[src/rtl/key_filter.sv]
// key_filter: multi-channel key debouncer with press/release,
// long-press and auto-repeat pulse generation.
//
// Ports:
//   clk          sole clock, rising edge
//   rst_n        async-assert active-low reset
//   ori_signal   raw asynchronous key inputs, one per channel
//   level        debounced pressed state per channel
//   pos_signal   one-clk pulse when a press is accepted
//   neg_signal   one-clk pulse when a release is accepted
//   long_signal  one-clk pulse when the hold time is reached
//   rep_signal   one-clk auto-repeat pulse after long press
module key_filter #(
   parameter int N_CH         = 4,
   parameter int TICK_DIV     = 100000,
   parameter int STABLE_CNT   = 3,
   parameter int HOLD_TICKS   = 50,
   parameter int REPEAT_TICKS = 10,
   parameter bit REPEAT_EN    = 1'b1,
   parameter bit ACTIVE_LOW   = 1'b0
) (
   input  logic            clk,
   input  logic            rst_n,
   input  logic [N_CH-1:0] ori_signal,
   output logic [N_CH-1:0] level,
   output logic [N_CH-1:0] pos_signal,
   output logic [N_CH-1:0] neg_signal,
   output logic [N_CH-1:0] long_signal,
   output logic [N_CH-1:0] rep_signal
);

   // Counter widths: each counter only ever holds values up to
   // its terminal count, so none of them can wrap.
   localparam int TW = (TICK_DIV > 1) ? $clog2(TICK_DIV) : 1;
   localparam int SW = (STABLE_CNT > 1) ? $clog2(STABLE_CNT) : 1;
   localparam int HW = $clog2(HOLD_TICKS + 1);
   localparam int RW = (REPEAT_TICKS > 1) ? $clog2(REPEAT_TICKS) : 1;

   localparam logic [TW-1:0] TICK_MAX = TW'(TICK_DIV - 1);
   localparam logic [SW-1:0] STAB_MAX = SW'(STABLE_CNT - 1);
   localparam logic [HW-1:0] HOLD_MAX = HW'(HOLD_TICKS);
   localparam logic [HW-1:0] HOLD_PRE = HW'(HOLD_TICKS - 1);
   localparam logic [RW-1:0] REP_MAX  = RW'(REPEAT_TICKS - 1);

   logic [N_CH-1:0] r_sync1;
   logic [N_CH-1:0] r_sync2;
   logic [N_CH-1:0] w_samp;
   logic [TW-1:0]   r_tick_cnt;
   logic            w_tick;

   always_ff @(posedge clk or negedge rst_n) begin
      if (!rst_n) begin
         r_sync1 <= '0;
         r_sync2 <= '0;
      end else begin
         r_sync1 <= ori_signal;
         r_sync2 <= r_sync1;
      end
   end

   assign w_samp = r_sync2 ^ {N_CH{ACTIVE_LOW}};

   assign w_tick = (r_tick_cnt == TICK_MAX);

   always_ff @(posedge clk or negedge rst_n) begin
      if (!rst_n) begin
         r_tick_cnt <= '0;
      end else if (w_tick) begin
         r_tick_cnt <= '0;
      end else begin
         r_tick_cnt <= r_tick_cnt + 1'b1;
      end
   end

   for (genvar g = 0; g < N_CH; g++) begin : g_ch
      logic          r_lvl;
      logic          r_pos;
      logic          r_neg;
      logic          r_long;
      logic          r_rep;
      logic [SW-1:0] r_stab;
      logic [HW-1:0] r_hold;
      logic [RW-1:0] r_rep_cnt;
      logic          w_diff;
      logic          w_flip;

      assign w_diff = w_samp[g] ^ r_lvl;
      // Last of STABLE_CNT consecutive differing ticks.
      assign w_flip = w_tick & w_diff & (r_stab == STAB_MAX);

      always_ff @(posedge clk or negedge rst_n) begin
         if (!rst_n) begin
            r_lvl     <= 1'b0;
            r_pos     <= 1'b0;
            r_neg     <= 1'b0;
            r_long    <= 1'b0;
            r_rep     <= 1'b0;
            r_stab    <= '0;
            r_hold    <= '0;
            r_rep_cnt <= '0;
         end else begin
            r_pos  <= w_flip & ~r_lvl;
            r_neg  <= w_flip & r_lvl;
            r_long <= 1'b0;
            r_rep  <= 1'b0;

            if (w_tick) begin
               if (!w_diff || w_flip) begin
                  r_stab <= '0;
               end else begin
                  r_stab <= r_stab + 1'b1;
               end
            end

            if (w_flip) begin
               r_lvl <= ~r_lvl;
            end

            // Release wins over any long/repeat due on that tick.
            if (w_flip && r_lvl) begin
               r_hold    <= '0;
               r_rep_cnt <= '0;
            end else if (w_tick && r_lvl) begin
               if (r_hold != HOLD_MAX) begin
                  r_hold <= r_hold + 1'b1;
                  if (r_hold == HOLD_PRE) begin
                     r_long <= 1'b1;
                  end
               end else if (REPEAT_EN) begin
                  if (r_rep_cnt == REP_MAX) begin
                     r_rep_cnt <= '0;
                     r_rep     <= 1'b1;
                  end else begin
                     r_rep_cnt <= r_rep_cnt + 1'b1;
                  end
               end
            end
         end
      end

      assign level[g]       = r_lvl;
      assign pos_signal[g]  = r_pos;
      assign neg_signal[g]  = r_neg;
      assign long_signal[g] = r_long;
      assign rep_signal[g]  = r_rep;
   end

endmodule

[config.mk]
export PLATFORM = sky130hd
export DESIGN_NAME = key_filter
export DESIGN_NICKNAME = d
export VERILOG_FILES = /design/src/rtl/key_filter.sv
export SDC_FILE = /design/constraint.sdc
export NUM_CORES = 1
export LEC_CHECK = 0
export CAP_MARGIN = 20
export CORE_MARGIN = 4
export CORE_UTILIZATION = 50
export DETAILED_ROUTE_END_ITERATION = 10
export PLACE_DENSITY_LB_ADDON = 0.25
export SYNTH_ARGS = -nofsm -noshare
export SYNTH_HDL_FRONTEND = slang
export SYNTH_SLANG_ARGS = --single-unit
[constraint.sdc]
create_clock -name clk -period 2.34 [get_ports clk]
set_input_delay 0.351 -clock clk [delete_from_list [all_inputs] [get_ports clk]]
set_output_delay 0.351 -clock clk [all_outputs]
set_load 0.1 [all_outputs]
==> run_results.csv <==
group,metric,value,unit
final_layout,design.final.nets,531,
sta,hold_violations,0,
worst_setup_path,worstPathMaxFanout,6,
global_route,vias_in_the_first_global_route,3508,
sta,max_freq,459,MHz
placed_design,placed_cells_incl_taps,615,
floorplan,placement_rows,35,
worst_setup_path,cpMostUsedCell,"sky130_fd_sc_hd__buf_4",
worst_setup_path,cp.required,2.64,ns
worst_setup_path,path_cells,"or4b_4, nor3_4, buf_4, buf_4, nand4_4, or4_1, nand2_1",
global_route,overall_overflow_remaining_after_global_route,0,
power_and_ir_drop,power,2.96,mW
global_route,grt_usage,0.176,
floorplan,io-pin-count,26,
worst_setup_path,critical_path.top_delay_family,"simple AND/OR/NAND/NOR gates",
clock_tree,cts.root.buffer_cell,"sky130_fd_sc_hd__clkbuf_8",
floorplan,die-height,107,um
clock_tree,worstSkewPairLatency,0.36,ns
synth,ys.warnings.count,0,
sta,final.setup.tns,0,ns
worst_setup_path,critical_path.startpoint_type,"flop",
final_layout,insertedDiodeCount,0,
sta,max-slew-margin-rel,0.575,
sta,finalCriticalPeriod,2.18,ns
floorplan,die_w,107,um
sta,finClkSkew,0.0140,ns
sta,setup-violations-final,0,
sta,timing_worst_slew_pin_value,0.637,ns
detailed_routing,drtIter0Drc,129,
min_path,holdCritPathClass,"reg2reg",
synth,syn-num-nets,511,
detailed_routing,dr_total_vias,3487,
clock_tree,cts.repair.resized,0,
synth,netlist_top_cells_area,"sky130_fd_sc_hd__dfrtp_1 (48%), sky130_fd_sc_hd__ha_1 (6.4%), sky130_fd_sc_hd__o21ai_0 (4.8%)",
floorplan,initial_utilization,0.519,
worst_setup_path,crit_path_top_delay_cell,"sky130_fd_sc_hd__or4b_4",
detailed_routing,remaining_drc_errors,0,
power_and_ir_drop,peakVddDrop,0.342,mV
synth,synth_largest_type_area_fraction,0.478,
sta,grt_setup_unrepaired,"false",
synth,async_reset_ff_frac,1.00,
synth,synth_common_cells,"sky130_fd_sc_hd__dfrtp_1 (93), sky130_fd_sc_hd__o21ai_0 (47), sky130_fd_sc_hd__nand2_1 (35)",
clock_tree,cts.sinks,93,
detailed_routing,drt-pass1-iter-count,4,
run_status,status,"complete, no violations",
detailed_routing,drt.antenna.violating_nets,0,
synth,post_synth_inst_count,480,
global_route,grt_antenna_before_repair,0,
final_layout,finish.cell_count_without_fillers,634,
placed_design,place.port_buffers,25,
floorplan,die_area,11400,um^2
synth,synthesis.area,4870,um^2
clock_tree,clkSlewWorstSetupHoldPaths,0.09,ns
synth,synthMostInstantiatedCell,"sky130_fd_sc_hd__dfrtp_1",
synth,yosys.cell_types.count,63,
synth,netlist.top_cell.by_area,"sky130_fd_sc_hd__dfrtp_1",
worst_setup_path,endpoint_kind,"flop",
floorplan,floorplan.core_area,9370,um^2
clock_tree,cts_made_buffers,9,
global_route,grt_first_pass_wirelength,16400,um
sta,drv_slew,0,
worst_setup_path,worst_path_largest_cell_delay,0.57,ns
worst_setup_path,worstSetupPathType,"reg2reg",
clock_tree,cts_tree,"built",
worst_setup_path,worstPathArrival,2.48,ns
synth,yosys_most_used_dff,"sky130_fd_sc_hd__dfrtp_1",
synth,post_synthesis_area_per_instance,10.1,um^2
global_route,pin_count_of_the_biggest_net_entering_global_routing,67,
final_layout,area_delta_synth_final,11.1,%
detailed_routing,routedWlPerCell,14.3,um
clock_tree,clk_buf_depth,2,
job,drv.max_cap_violation_count,0,
placed_design,gp_congestion,0.819,
sta,post-route-period-util,0.931,
synth,synth_enable_flop_cells,0,
synth,synth-seq-area-share,0.478,
power_and_ir_drop,power.static_leakage,2.39,nW
clock_tree,cts_max_level,3,
sta,finalHoldWorstSlack,0.356,ns
final_layout,layout-drive-gt1-share,0.152,
worst_setup_path,worstPathBufferInverterCount,2,
placed_design,place_hpwl,6510,um
detailed_routing,vias_per_cell,5.50,
detailed_routing,wirelength,9060,um
synth,ys_ff_latch,93,
power_and_ir_drop,p_per_area,548,nW/um^2
## worst register-to-register path, delay by kind of cell, from the launching register on
kind,cells,cell delay [ns]
flip-flops,1,0.40
buffers and inverters,2,0.32
AND/OR/NAND/NOR,5,1.41
## routing by layer
| metal | global-route usage | vias to the layer above | part of all wire |
|---|---|---|---|
| met5 | 0 | - | 0 |
| met4 | 0.0676 | 0 | 0.020 |
| met3 | 0.0241 | 16 | 0.030 |
| met2 | 0.285 | 57 | 0.46 |
| met1 | 0.240 | 1689 | 0.49 |
| li1 | - | 1725 | - |
## where the power goes
part           internal, mW  switching, mW  leakage [nW]  total [mW]
clock                 0.715          0.581         0.116        1.30
combinational        0.0143         0.0340          1.01      0.0483
sequential             1.61        0.00595          1.27        1.62
## cells in the final DEF, fill, tap and decap left out, types with 2 or more instances in the layout
cell type / netlist / layout
sky130_fd_sc_hd__nor3_1: 11 / 11
sky130_fd_sc_hd__nor2b_1: 5 / 5
sky130_fd_sc_hd__or4_1: 4 / 4
sky130_fd_sc_hd__o21ai_0: 47 / 47
sky130_fd_sc_hd__xor2_1: 10 / 10
sky130_fd_sc_hd__ha_1: 25 / 25
sky130_fd_sc_hd__nand2_1: 35 / 35
sky130_fd_sc_hd__nand4_1: 7 / 7
sky130_fd_sc_hd__o21ai_1: 5 / 5
sky130_fd_sc_hd__and4b_1: 5 / 5
sky130_fd_sc_hd__bufinv_16: 0 / 3
sky130_fd_sc_hd__o2111ai_2: 2 / 2
sky130_fd_sc_hd__nor4_1: 3 / 3
sky130_fd_sc_hd__nor4bb_1: 5 / 5
sky130_fd_sc_hd__nor2_1: 24 / 24
sky130_fd_sc_hd__o2111ai_1: 3 / 3
sky130_fd_sc_hd__buf_4: 20 / 37
sky130_fd_sc_hd__a21oi_1: 11 / 11
sky130_fd_sc_hd__xnor2_1: 9 / 9
sky130_fd_sc_hd__and4bb_2: 2 / 2
sky130_fd_sc_hd__and2_1: 11 / 11
sky130_fd_sc_hd__nand4b_1: 2 / 2
sky130_fd_sc_hd__clkinvlp_4: 0 / 2
sky130_fd_sc_hd__or2_2: 2 / 2
sky130_fd_sc_hd__clkdlybuf4s50_1: 0 / 4
sky130_fd_sc_hd__clkbuf_8: 1 / 9
sky130_fd_sc_hd__mux2_2: 4 / 4
sky130_fd_sc_hd__nand3_1: 34 / 34
sky130_fd_sc_hd__a21o_1: 5 / 5
sky130_fd_sc_hd__and4_1: 2 / 2
sky130_fd_sc_hd__nand3b_1: 6 / 6
sky130_fd_sc_hd__and3_1: 5 / 5
sky130_fd_sc_hd__buf_12: 0 / 2
sky130_fd_sc_hd__o31ai_1: 10 / 10
sky130_fd_sc_hd__inv_1: 18 / 18
sky130_fd_sc_hd__or3_1: 7 / 7
sky130_fd_sc_hd__dfrtp_1: 93 / 93
sky130_fd_sc_hd__nand2b_1: 9 / 9
## flip-flops by register name (all words and copies together) (netlist names)
register        count
g_ch.r_lvl          4
r_sync1             4
g_ch.r_hold        24
g_ch.r_rep_cnt     16
r_sync2             4
g_ch.r_stab         8
g_ch.r_pos          4
g_ch.r_long         4
g_ch.r_neg          4
g_ch.r_rep          4
r_tick_cnt         17
## path summary, 6_finish.rpt
check                               from              endpoint  slack, ns  depth (start not counted)
max                        r_tick_cnt[5]  g_ch[0].r_rep_cnt[3]       0.16                          7
min                           r_sync1[2]            r_sync2[2]       0.36                          0
max reg2reg                r_tick_cnt[5]  g_ch[0].r_rep_cnt[3]       0.16                          7
min reg2reg                   r_sync1[2]            r_sync2[2]       0.36                          0
max in group asynchronous          rst_n     g_ch[0].r_hold[3]       1.24                          3
min in group asynchronous          rst_n     g_ch[3].r_hold[2]       0.44                          2
## metrics by stage
step                 util  worst slack (ns)  cell area [um^2]
floorplan               -             0.229              4870
global placement    0.548             0.153              5140
detailed placement  0.548             0.123              5140
CTS                 0.575             0.111              5390
global route        0.577            0.0459              5410
finish              0.577             0.162              5410
## kinds of logic after synthesis
family | count (synthesis) | share of synthesized area
XOR/XNOR | 19 | 0.0342
flip-flops | 93 | 0.478
AND/OR/NAND/NOR | 195 | 0.238
buffers and inverters | 53 | 0.0620
multiplexers | 4 | 0.00926
adder cells (fa/ha/maj) | 25 | 0.0643
AO/OA/AOI/OAI | 91 | 0.114
## final cells by class
| class | instances | area [um^2] |
|---|---|---|
| Tap cell | 129 | 161 |
| Inverter | 18 | 67.6 |
| Timing Repair Buffer | 44 | 368 |
| Fill cell | 839 | 3960 |
| Sequential cell | 93 | 2330 |
| Clock inverter | 7 | 123 |
| Multi-Input combinational cell | 334 | 2240 |
| Clock buffer | 9 | 124 |
## timing repair
action	4_1_cts	5_1_grt
hold endpoints to repair	27	0
setup buffers	0	2
hold buffers	1	0
endpoints found under the setup margin	0	1
Power figures use the tool's default switching activity.
